## config.mk

```make
export PLATFORM = sky130hd
export DESIGN_NAME = stg_wb_q
export DESIGN_NICKNAME = d
export VERILOG_FILES = /design/src/rtl/stg_wb_q.sv
export SDC_FILE = /design/constraint.sdc
export NUM_CORES = 1
export LEC_CHECK = 0
export CORE_ASPECT_RATIO = 1.1
export CORE_MARGIN = 8
export CORE_UTILIZATION = 25
export CTS_CLUSTER_SIZE = 10
export DETAILED_ROUTE_END_ITERATION = 8
export PLACE_DENSITY_LB_ADDON = 0.2
export SETUP_SLACK_MARGIN = 0.05
export SLEW_MARGIN = 10
export SYNTH_ARGS = -nofsm -noshare
export SYNTH_HDL_FRONTEND = slang
export SYNTH_SLANG_ARGS = --single-unit
```

## constraint.sdc

```tcl
create_clock -name iw_clk -period 10.3 [get_ports iw_clk]
set_clock_uncertainty 0.1 [all_clocks]
set_input_delay 3.09 -clock iw_clk [delete_from_list [all_inputs] [get_ports iw_clk]]
set_output_delay 3.09 -clock iw_clk [all_outputs]
set_load 0.01 [all_outputs]
```

## src/rtl/stg_wb_q.sv

```systemverilog
// Writeback stage: in-order retirement queue draining into the GP/SR/AR register-file write ports.
// Optional retired-entry counter enabled by defining WB_RETIRE_CNT_EN.
module stg_wb_q #(
  parameter int unsigned DEPTH  = 4,
  parameter int unsigned DATA_W = 24,
  parameter int unsigned ADDR_W = 48,
  parameter int unsigned GP_AW  = 4,
  parameter int unsigned SR_AW  = 2,
  parameter int unsigned AR_AW  = 2
) (
  input  logic                       iw_clk,
  input  logic                       iw_rst,
  input  logic                       iw_valid,
  output logic                       ow_ready,
  input  logic [ADDR_W-1:0]          iw_pc,
  input  logic [DATA_W-1:0]          iw_instr,
  input  logic [GP_AW-1:0]           iw_tgt_gp,
  input  logic                       iw_tgt_gp_we,
  input  logic [DATA_W-1:0]          iw_result,
  input  logic [SR_AW-1:0]           iw_tgt_sr,
  input  logic                       iw_tgt_sr_we,
  input  logic [ADDR_W-1:0]          iw_sr_result,
  input  logic [AR_AW-1:0]           iw_tgt_ar,
  input  logic                       iw_tgt_ar_we,
  input  logic [ADDR_W-1:0]          iw_ar_result,
  input  logic                       iw_rf_ready,
  output logic [GP_AW-1:0]           ow_gp_write_addr,
  output logic [DATA_W-1:0]          ow_gp_write_data,
  output logic                       ow_gp_write_enable,
  output logic [SR_AW-1:0]           ow_sr_write_addr,
  output logic [ADDR_W-1:0]          ow_sr_write_data,
  output logic                       ow_sr_write_enable,
  output logic [AR_AW-1:0]           ow_ar_write_addr,
  output logic [ADDR_W-1:0]          ow_ar_write_data,
  output logic                       ow_ar_write_enable,
  input  logic [GP_AW-1:0]           iw_fwd_gp_addr,
  output logic                       ow_fwd_gp_hit,
  output logic [DATA_W-1:0]          ow_fwd_gp_data,
  output logic [$clog2(DEPTH):0]     ow_count,
  output logic                       ow_empty,
  output logic [ADDR_W-1:0]          ow_pc,
`ifdef WB_RETIRE_CNT_EN
  input  logic                       iw_retire_cnt_clr,
  output logic [ADDR_W-1:0]          ow_retire_cnt,
`endif
  output logic [DATA_W-1:0]          ow_instr
);

  localparam int unsigned PTR_W = $clog2(DEPTH);
  localparam int unsigned CNT_W = PTR_W + 1;

  typedef struct packed {
    logic [ADDR_W-1:0] pc;
    logic [DATA_W-1:0] instr;
    logic [GP_AW-1:0]  tgt_gp;
    logic              gp_we;
    logic [DATA_W-1:0] result;
    logic [SR_AW-1:0]  tgt_sr;
    logic              sr_we;
    logic [ADDR_W-1:0] sr_result;
    logic [AR_AW-1:0]  tgt_ar;
    logic              ar_we;
    logic [ADDR_W-1:0] ar_result;
  } entry_t;

  entry_t            mem_q [DEPTH];
  entry_t            entry_in;
  entry_t            head;
  logic [PTR_W-1:0]  wr_ptr_q, rd_ptr_q;
  logic [CNT_W-1:0]  count_q, count_d;
  logic [ADDR_W-1:0] pc_q;
  logic [DATA_W-1:0] instr_q;
  logic              push, pop;
  logic [PTR_W-1:0]  scan_idx;

  assign entry_in = '{pc: iw_pc, instr: iw_instr, tgt_gp: iw_tgt_gp, gp_we: iw_tgt_gp_we,
                      result: iw_result, tgt_sr: iw_tgt_sr, sr_we: iw_tgt_sr_we,
                      sr_result: iw_sr_result, tgt_ar: iw_tgt_ar, ar_we: iw_tgt_ar_we,
                      ar_result: iw_ar_result};

  assign head     = mem_q[rd_ptr_q];
  // A grant frees the head slot this cycle, so a full queue may still accept.
  assign ow_ready = (count_q < CNT_W'(DEPTH)) || iw_rf_ready;
  assign push     = iw_valid && ow_ready;
  assign pop      = (count_q != '0) && iw_rf_ready;
  assign count_d  = count_q + CNT_W'(push) - CNT_W'(pop);

  always_ff @(posedge iw_clk or posedge iw_rst) begin
    if (iw_rst) begin
      wr_ptr_q <= '0;
      rd_ptr_q <= '0;
      count_q  <= '0;
      pc_q     <= '0;
      instr_q  <= '0;
    end else begin
      count_q <= count_d;
      if (push) wr_ptr_q <= wr_ptr_q + PTR_W'(1);
      if (pop) begin
        rd_ptr_q <= rd_ptr_q + PTR_W'(1);
        pc_q     <= head.pc;
        instr_q  <= head.instr;
      end
    end
  end

  // Payload storage needs no reset: validity is tracked by the pointers and count.
  always_ff @(posedge iw_clk) begin
    if (push) mem_q[wr_ptr_q] <= entry_in;
  end

  always_comb begin
    ow_gp_write_enable = pop && head.gp_we;
    ow_gp_write_addr   = head.tgt_gp;
    ow_gp_write_data   = head.result;
    ow_sr_write_enable = pop && head.sr_we;
    ow_sr_write_addr   = head.tgt_sr;
    ow_sr_write_data   = head.sr_result;
    ow_ar_write_enable = pop && head.ar_we;
    ow_ar_write_addr   = head.tgt_ar;
    ow_ar_write_data   = head.ar_result;
  end

  // Walk oldest to youngest so the youngest match is the one left standing.
  always_comb begin
    ow_fwd_gp_hit  = 1'b0;
    ow_fwd_gp_data = '0;
    scan_idx       = '0;
    for (int unsigned i = 0; i < DEPTH; i++) begin
      scan_idx = rd_ptr_q + PTR_W'(i);
      if ((CNT_W'(i) < count_q) && mem_q[scan_idx].gp_we &&
          (mem_q[scan_idx].tgt_gp == iw_fwd_gp_addr)) begin
        ow_fwd_gp_hit  = 1'b1;
        ow_fwd_gp_data = mem_q[scan_idx].result;
      end
    end
  end

  assign ow_count = count_q;
  assign ow_empty = (count_q == '0);
  assign ow_pc    = pc_q;
  assign ow_instr = instr_q;

`ifdef WB_RETIRE_CNT_EN
  logic [ADDR_W-1:0] retire_cnt_q;

  always_ff @(posedge iw_clk or posedge iw_rst) begin
    if (iw_rst) begin
      retire_cnt_q <= '0;
    end else if (iw_retire_cnt_clr) begin
      retire_cnt_q <= '0;
    end else if (pop) begin
      retire_cnt_q <= retire_cnt_q + ADDR_W'(1);
    end
  end

  assign ow_retire_cnt = retire_cnt_q;
`endif

endmodule

```

# Word-level counts from Yosys, hierarchy flattened

Memory sizes are Yosys's and may differ from the RTL's.
Index checks and enable logic that the tools add are counted.

Register bits: 79
Bits in writable memories: 812
Bits of input ports: 211
Logic and storage cells: 47
Memories: 1

Memory list:

| memory | depth | width | rd ports | clocked after memory_dff | wr ports | line | text |
|---|---|---|---|---|---|---|---|
| mem_q  | 4     | 203   | 4        | 0                        | 1        | 66   | `entry_t mem_q [DEPTH];` |

Add/subtract/negate cells: 6
Order comparisons: 5
Eq/ne operators: 4
Multiplexer cells: 10
Reduce and logical (&&, ||, !) cells: 16

Operators by type and width:

| kind                                               | count |
|---|---|
| 2-to-1 mux 24 bit                                  | 4 |
| equality test 4 bit                                | 4 |
| logical AND 1 bit                                  | 13 |
| < comparator 1 x 3 -> 1 bit (first input constant) | 2 |
| < comparator 2 x 3 -> 1 bit (first input constant) | 2 |
| 2-to-1 mux 1 bit                                   | 6 |
| adder 2 x 1 -> 2 bit (second input constant)       | 2 |
| adder 2 bit (second input constant)                | 2 |
| adder 3 x 1 -> 3 bit                               | 1 |
| zero test 3 bit                                    | 1 |
| < comparator 3 bit (second input constant)         | 1 |
| nonzero test 3 bit                                 | 1 |
| subtractor 3 x 1 -> 3 bit                          | 1 |
| logical OR 1 bit                                   | 1 |

# Depth between registers and ports, before layout

Depth in word-level cells: 7
Depth in mapped cells: 12

# Worst setup path before layout

No wires, ideal clock.

Kind: input to register
From: input iw_rf_ready
To: memory mem_q[0][0] (netlist name) (enable)
Setup time: 0.590 ns
Data arrival time: 8.015 ns
Required time: 9.610 ns
Path slack: 1.594 ns
Cell stages on the path: 2
Path buffers: 0
Path through: nand2b_1 > and3_1

Cells in the longest elaborated chain, start to end: 4

RTL lines:

| element                                | line | text |
|---|---|---|
| start: declaration                     | 26   | `input logic iw_rf_ready,` |
| logical OR 1 bit                       | 83   | `assign ow_ready = (count_q < CNT_W'(DEPTH)) \|\| iw_rf_ready;` |
| logical AND 1 bit                      | 84   | `assign push = iw_valid && ow_ready;` |
| 2-to-1 mux 1 bit                       | 108  | `if (push) mem_q[wr_ptr_q] <= entry_in;` |
| 2-to-1 mux 1 bit (implied by the code) | 108  |  |
| end: declaration                       | 66   |  |

No other way between the ends.

# Worst setup path after layout

From: input iw_fwd_gp_addr[3]
To: output ow_fwd_gp_data[6]

Cells in the longest elaborated chain, start to end: 6
Elaborated cells between the ends (all ways): 12

RTL lines:

| element                        | line | text |
|---|---|---|
| start: declaration             | 36   | `input logic [GP_AW-1:0] iw_fwd_gp_addr,` |
| equality test 4 bit            | 131  | `(mem_q[scan_idx].tgt_gp == iw_fwd_gp_addr)) begin` |
| logical AND 1 bit              | 130  | `if ((CNT_W'(i) < count_q) && mem_q[scan_idx].gp_we &&` |
| 2-to-1 mux 24 bit (3 in a row) | 130  |  |
| 2-to-1 mux 24 bit *            | 130  |  |
| end: declaration               | 38   | `output logic [DATA_W-1:0] ow_fwd_gp_data,` |

Mark *: on every way between the ends. The rest lies on a longest branch, timed or not.

==> run metrics <==
outcome completed; internal power 0.00902 W; Reg clk slew, reported paths 50 ps; WP data arrival 6580 ps; I/O Buffers 443; top-area cell type share of the netlist area 67.3%; max incr delay on CP 680 ps; busiest grt layer met2; Row Count 146; setup violators final 0; post-route core utilization 31.4%; worst slew pin tran 1280 ps; post-synthesis mux area share 18.0%; Final Hold Fails 0; CTS Buf Count 105; Post-synth EDFFs 812; Rel. slew slack 15.0%; CTS tree yes; adder-cell share of the synthesized area 0.332%; switching fraction of total power 30.7%; TritonCTS Sinks 891; CP most frequent cell clkdlybuf4s50_1; reg2reg setup slack 6900 ps; critical path endpoint category output pin; IO Count 444; Power Dens Cells 288 nW/um^2; H-tree levels 3; Yosys reg bits 891; post-synth top area cell edfxtp_1; Filler Cell Count 14.0k; Top delay family on crit path compound AO/OA/AOI/OAI gates; GR met2 Demand/Resource 20.9%; syn nets 1,918; Area Overhead vs Synth 24.6%; post-synthesis xor/xnor area fraction 0.670%; Crit Path Class input pin to output pin; setup_tns 0 ps; Synth Area in Compound Gates 2.91%; Max clock buf depth 3; Post-Synthesis Cells 1,698; slowest cell on the critical path clkdlybuf4s50_1; clock root buffer master clkbuf_16; chain of cells forming the critical path clkdlybuf4s50_1 -> xor2_1 -> o22ai_1 -> nand4b_1 -> o2bb2ai_1 -> o21bai_4 -> o31ai_2 -> clkdlybuf4s50_1; Initial Util 25.2%; Pins Over Slew Limit 0; Via Count 17.6k; largest family of logic cells by synthesized area multiplexers; register area share after synthesis 72.8%; FMAX 102 MHz; top_reg_cell synth edfxtp_1; Post-CTS Resized 0; largest net degree at the start of global routing 148; Max-Cap Viols 0; most common cell in the netlist edfxtp_1; drt via density 4.34; Die Area 157,000 um^2; Crit path buffers/inverters 2; design area 45,100 um^2; grt met1 use 13.2%; core box area 144,000 um^2; placed inst area 42,000 um^2; Commonest cells post-synth edfxtp_1 (812), mux4_2 (238), buf_4 (129); share of post-route cells with drive strength above 1 24.7%; CP startpoint kind input pin; initial antenna violation count 22; met3 global-route usage 3.98%; first-pass GRT wire length 137 mm; # hold bufs at CTS 0; All-Layer GR Usage 11.7%; gr ovfl total 0; Worst Hold Class flip-flop to flip-flop; Ys Warns 0; Die H 415 um; mapped cell area 36,200 um^2; Worst-Skew Late Latency 680 ps; simple-gate portion of the synthesized area 1.29%; DRT Pass-1 Iters 5; fin crit period 9770 ps; WP data required 7110 ps; drt initial violations 1,026; critical path peak fanout 21; Die W 379 um; RSZ-0062 raised after global routing false; combinational share of power 35.1%; RePlAce Congestion 0.742; final net count 2,276; Post-Syn Area per Cell 21.3 um^2; vias in the first global route 19.4k; final wirelength 93.9 mm; clock share of power 26.1%; Post-CTS Setup Inserts 0; # DRC 0; post-route ant nets 0; WL per Instance 23.2 um; Detailed Place HPWL 59.0 mm; ranking of synthesized cells by area edfxtp_1 (67%), mux4_2 (15%), dfrtp_1 (5.5%), buf_4 (2.7%), mux2_2 (2.4%); part of the power in registers 38.8%; fin crit share 94.9%; maximum vdd drop 0.196 mV; Leak 14.3 nW; Synth cell types 56; Net Switching 0.00399 W; Async SR Flop Fraction 8.87%
==> registers in the layout, summed over array words and instances, names as in the netlist <==
| register | flops |
|---|---|
| mem_q | 812 |
| ow_pc | 48 |
| ow_instr | 24 |
| ow_count | 3 |
| rd_ptr_q | 2 |
| wr_ptr_q | 2 |
==> cell usage in the layout, fill, tap and decap left out, types with 23 or more instances in the layout <==
| cell type | synthesis | layout |
|---|---|---|
| mux2i_1 | 28 | 28 |
| clkbuf_1 | 35 | 45 |
| clkdlybuf4s50_1 | 0 | 443 |
| nor2b_1 | 24 | 23 |
| edfxtp_1 | 812 | 812 |
| mux2_2 | 76 | 76 |
| dfrtp_1 | 79 | 77 |
| clkbuf_16 | 0 | 106 |
| mux4_2 | 238 | 238 |
==> power groups by stage <==
stage	clock network (W)	registers, W	logic [W]
global placement	0	0.00509	0.00473
finish	0.00339	0.00505	0.00457
CTS	0.00354	0.00507	0.00476
floorplan	0	0.00514	0.00303
global route	0.00366	0.00513	0.00492
detailed placement	0	0.00513	0.00473
==> cell families after synthesis <==
group / after synthesis
buffers and inverters: 234
multiplexers: 344
XOR/XNOR: 26
AND/OR/NAND/NOR: 77
flip-flops: 891
AO/OA/AOI/OAI: 117
adder cells (fa/ha/maj): 9
==> through the flow <==
stage | std cells | hold WS, ps | setup slack [ps] | power [W]
after global placement | 3873 | 389 | 555 | 0.00983
after detailed placement | 3873 | 395 | 489 | 0.00987
after CTS | 4045 | 409 | 474 | 0.0134
after floorplan | 1698 | 451 | 1590 | 0.00817
final | 4055 | 405 | 530 | 0.0130
after global routing | 4046 | 427 | 251 | 0.0137
==> cell type report <==
cell class,instances,area [um^2],area share [%]
Antenna cell,10,25.0,0.0554
Clock buffer,154,2860,6.34
Clock inverter,18,228,0.505
Inverter,13,51.3,0.114
Multi-Input combinational cell,573,8450,18.7
Sequential cell,891,26400,58.4
Tap cell,1924,2410,5.33
Timing Repair Buffer,472,4740,10.5
==> path summary, 6_finish.rpt <==
kind	startpoint	to	depth (start not counted)
hold reg to reg	ow_pc[15]	ow_pc[15]	1
min in group asynchronous	iw_rst	ow_pc[23]	2
setup / recovery	iw_fwd_gp_addr[3]	ow_fwd_gp_data[6]	8
hold / removal	ow_pc[15]	ow_pc[15]	1
setup reg to reg	rd_ptr_q[0]	ow_instr[17]	4
max in group asynchronous	iw_rst	ow_instr[9]	3
==> layer usage <==
layer	vias up	part of all wire, %
met4	10	2.4
met3	147	7.6
met1	9348	38
met5	-	0.068
met2	478	52
li1	7630	-
(Power assumes the default switching activity.)
